===== src/rtl/mux_scan_n.sv =====
// N-channel, W-bit registered multiplexer with manual channel select and a
// round-robin auto-scan mode that holds each channel for a programmable dwell.
module mux_scan_n #(
  parameter int N_CH    = 4,
  parameter int DATA_W  = 1,
  parameter int DWELL_W = 8,
  parameter int SEL_W   = $clog2(N_CH)
) (
  input  logic                   clk,
  input  logic                   reset,
  input  logic [N_CH*DATA_W-1:0] D_in,
  input  logic                   mode,
  input  logic [SEL_W-1:0]       select,
  input  logic [DWELL_W-1:0]     dwell,
  input  logic                   enable,
  output logic [DATA_W-1:0]      D_out,
  output logic                   D_valid,
  output logic [SEL_W-1:0]       cur_sel,
  output logic                   wrap,
  output logic                   dbg_state
);

  // Handshake: D_valid is high for exactly the cycles in which D_out was
  // reloaded (the cycle after an enabled edge); there is no backpressure.

  typedef enum logic {S_MANUAL = 1'b0, S_SCAN = 1'b1} state_t;

  localparam logic [SEL_W:0]   N_CH_L  = (SEL_W+1)'(N_CH);
  localparam logic [SEL_W-1:0] LAST_CH = SEL_W'(N_CH - 1);

  state_t             state_q, state_d;
  logic [SEL_W-1:0]   ch_q, ch_d;
  logic [SEL_W-1:0]   man_ch;
  logic [DWELL_W-1:0] cnt_q, cnt_d;
  logic               wrap_d;
  logic [DATA_W-1:0]  sel_data;

  always_comb begin
    state_d = state_q;
    ch_d    = ch_q;
    cnt_d   = cnt_q;
    wrap_d  = 1'b0;
    // Out-of-range manual selects fall back to channel 0.
    man_ch  = ({1'b0, select} < N_CH_L) ? select : '0;
    case (state_q)
      S_MANUAL: begin
        if (mode) begin
          state_d = S_SCAN;
          ch_d    = '0;
          cnt_d   = '0;
        end else begin
          ch_d = man_ch;
        end
      end
      S_SCAN: begin
        if (!mode) begin
          state_d = S_MANUAL;
          ch_d    = man_ch;
          cnt_d   = '0;
        end else if (cnt_q >= dwell) begin
          // >= rather than == so a dwell lowered mid-hold advances at once.
          cnt_d = '0;
          if (ch_q == LAST_CH) begin
            ch_d   = '0;
            wrap_d = 1'b1;
          end else begin
            ch_d = ch_q + SEL_W'(1);
          end
        end else begin
          cnt_d = cnt_q + DWELL_W'(1);
        end
      end
      default: state_d = S_MANUAL;
    endcase

    sel_data = '0;
    for (int k = 0; k < N_CH; k++) begin
      if (SEL_W'(k) == ch_d) sel_data = D_in[k*DATA_W +: DATA_W];
    end
  end

  always_ff @(posedge clk) begin
    if (reset) begin
      state_q <= S_MANUAL;
      ch_q    <= '0;
      cnt_q   <= '0;
      D_out   <= '0;
      D_valid <= 1'b0;
      wrap    <= 1'b0;
    end else if (enable) begin
      state_q <= state_d;
      ch_q    <= ch_d;
      cnt_q   <= cnt_d;
      D_out   <= sel_data;
      D_valid <= 1'b1;
      wrap    <= wrap_d;
    end else begin
      D_valid <= 1'b0;
      wrap    <= 1'b0;
    end
  end

  assign cur_sel   = ch_q;
  assign dbg_state = state_q;

endmodule

===== config.mk =====
export PLATFORM = sky130hd
export DESIGN_NAME = mux_scan_n
export DESIGN_NICKNAME = d
export VERILOG_FILES = /design/src/rtl/mux_scan_n.sv
export SDC_FILE = /design/constraint.sdc
export NUM_CORES = 1
export LEC_CHECK = 0
export CORE_MARGIN = 5
export CORE_UTILIZATION = 32
export DETAILED_ROUTE_END_ITERATION = 7
export PLACE_DENSITY = 0.62
export SYNTH_ARGS = -nofsm -noshare
export SYNTH_HDL_FRONTEND = slang
export SYNTH_SLANG_ARGS = --single-unit

===== constraint.sdc =====
create_clock -name clk -period 3.2 [get_ports clk]
set_clock_uncertainty 0.1 [all_clocks]
set_input_delay 0.96 -clock clk [delete_from_list [all_inputs] [get_ports clk]]
set_output_delay 0.96 -clock clk [all_outputs]
set_load 0.005 [all_outputs]

==> results.md <==
* Post-route ant nets at 0
* Post-synth cell types at 38
* Fmax at 332 MHz
* Clock buffer count from CTS at 3
* Synthesis warning total at 0
* Synth Cell Area at roughly 970 sq um
* Most frequent cells in the layout: clkdlybuf4s50_1 (23), dfxtp_1 (14), nor2_1 (14)
* Max-cap violation count at 0
* Finished Cell Area at 1310 sq um
* Final hold vios at 0
* GPL Wtd Cong at 0.951
* Top-level port count at 24
* Pleak at 0.536 nW
* Relative slew slack at 67.3%
* Starting density of the core at 32.7%
* Htree depth at 1
* Final worst setup slack at between 150 and 200 ps
* Synth top area cells: dfxtp_1 (29%), ha_1 (13%), nor2_1 (5.4%), inv_1 (3.9%), a21oi_1 (3.6%)
* Seq pwr share at around 46%
* Post-Place Worst Slack at -127 ps
* Setup TNS at 0 ps
* Average size of a mapped cell at ~8.4 sq um
* Worst-path cell chain: clkdlybuf4s50_1, ha_1, nand2b_4, a2111oi_4, nor3_2, nor3b_4, or4_1, o2111ai_1, a221oi_2
* Peak VDD IR at between 0.0001 and 0.00015 V
* Clk sink count at 14
* Critical Path End Type: flop
* Period utilization at 94.1%
* Root buf cell: clkbuf_4
* TritonRoute pass-1 iters at 4
* WL/cell at 13.2 um
* Post-CTS Hold Buffers at 0
* Slew Viols, Final at 0
* Placed Area at about 1300 sq um
* Ys flop type: dfxtp_1
* Total power at 0.397 mW
* Sequential share of the synthesized area at 28.8%
* Util after Layout at 44.0%
* Status: completed
* Share of cells above drive strength 1 at 9.59%
* Ys async rst share at 0%
* Sw Share at 25.6%
* Power Density at roughly 300 nW/um^2
* Diode count at 0
* Latest clock arrival within the worst-skew pair at 280 ps
* Post-synthesis register bit count at 14
* Worst slew pin tran at just under 500 ps
* CTS tree: yes
* Via count at 942
* Clock slew at reported path FFs at 80 ps
* Hold_ws at about 410 ps
* Power Internal at 0.295 mW
* Critical path's largest stage delay at 410 ps
* Yosys top cell area share at 28.8%
* Width of the chip at 65.2 um
* Die Y-Extent at 65.2 um
* Post-CTS sizing at 0
* First-pass GRT wire length at 3.87 mm
* Final setup fails at 0
* Core area at 2980 sq um
* Post-CTS setup buffer count at 0
* CP Max Fanout at 4
* Initial antenna violation count at 0
* Non-filler cells, final at ~180
* Worst EP arrival at 3110 ps
* Critical setup path kind: in -> reg
* Synthesized instance count at 116
* P_sw at ~0.10 mW
* # DRC at 0
* Unrepaired setup endpoints after global routing: no
* Placed insts at about 180
* Fin nets at 175
* # port buffers at 23
* Combinational power share at 20.8%
* Number of flops mapped to enable cells by yosys at 0
* DRT Wirelength at 2.36 mm
* GRT overflow at 0
* Clock buffer depth at 2
* Hold Path Class: reg -> reg
* Clock share of power at 32.7%
* Area leader, netlist: dfxtp_1
* Area delta synth->final at 34.5%
* WP data required at between 3000 and 4000 ps
* Post-synth net total at 144
* DR vias/cell at 5.26
* Startpoint types: input port
* Die area at around 4200 sq um
* Vias in the first global route at about 940
* GRT Total Usage at 11.7%
* DRT iter0 DRCs at 32
* Most common cell after layout, fill and taps aside: clkdlybuf4s50_1
* Post-DP HPWL at ~1.9 mm
* Final period demand of the worst path at 3010 ps
* Largest net degree at the start of global routing at 10
* Reg2reg setup slack at 830 ps
* # rows at 20
* Max stage delay cell, worst path: clkdlybuf4s50_1
==> metal layers <==
metal	global-route usage [%]	share of wire [%]
met1	13.0	44
met2	20.1	49
met3	3.08	5.4
met4	6.22	2.2
met5	0	0
==> power by group through the flow <==
stage | clock, mW | sequential, mW | combinational [mW]
3_5_place_dp | 0 | 0.188 | 0.0832
2_1_floorplan | 0 | 0.188 | 0.0418
6_report | 0.130 | 0.184 | 0.0827
4_1_cts | 0.134 | 0.184 | 0.0836
3_3_place_gp | 0 | 0.188 | 0.0812
5_1_grt | 0.143 | 0.185 | 0.0904
==> state kept, by name, summed over array words and instances (netlist names) <==
register,flops
dbg_state,1
D_out,1
wrap,1
cur_sel,2
cnt_q,8
D_valid,1
==> synth_stat cells (all sizes together), types with 2 or more instances <==
| library cell | instances |
|---|---|
| nand2 | 7 |
| xor2 | 4 |
| a32oi | 2 |
| nand2b | 2 |
| nor3 | 7 |
| a211oi | 3 |
| or4 | 2 |
| nor3b | 2 |
| ha | 10 |
| o21ai | 5 |
| inv | 10 |
| nand4 | 4 |
| a21oi | 7 |
| dfxtp | 14 |
| mux2i | 2 |
| nor2 | 14 |
| nor2b | 2 |
| nand3 | 2 |
==> cells by family after synthesis <==
kind of cell / after synthesis / synth area share [%]
AOI/OAI and AO/OA: 27 / 20.9
xor gates and xnor gates: 5 / 4.49
adders and majority gates: 10 / 12.8
buffers and inverters: 12 / 4.75
DFF: 14 / 28.8
muxes: 2 / 2.05
and+or+nand+nor: 46 / 26.2
==> cell type report <==
| cell class | instances | area, sq um |
|---|---|---|
| multi-input cells | 90 | 648 |
| well taps | 33 | 41.3 |
| flip-flops and latches | 14 | 280 |
| clock buffers | 4 | 36.3 |
| fillers | 317 | 1670 |
| repair buffers | 28 | 268 |
| inverters | 10 | 37.5 |
==> worst max-delay path, delay by kind of cell <==
kind	cells	cell delay, ps
buffers and inverters	1	410
AOI/OAI and AO/OA	3	780
adders and majority gates	1	290
and+or+nand+nor	4	670
==> final timing paths <==
kind | endpoint | depth (start not counted) | start
max | D_out$_SDFFE_PP0P_ | 9 | dwell[0]
max reg2reg | D_out$_SDFFE_PP0P_ | 9 | cnt_q[0]$_SDFFE_PP0P_
min | cnt_q[0]$_SDFFE_PP0P_ | 2 | cnt_q[0]$_SDFFE_PP0P_
min reg2reg | cnt_q[0]$_SDFFE_PP0P_ | 2 | cnt_q[0]$_SDFFE_PP0P_
(Power assumes the default switching activity.)
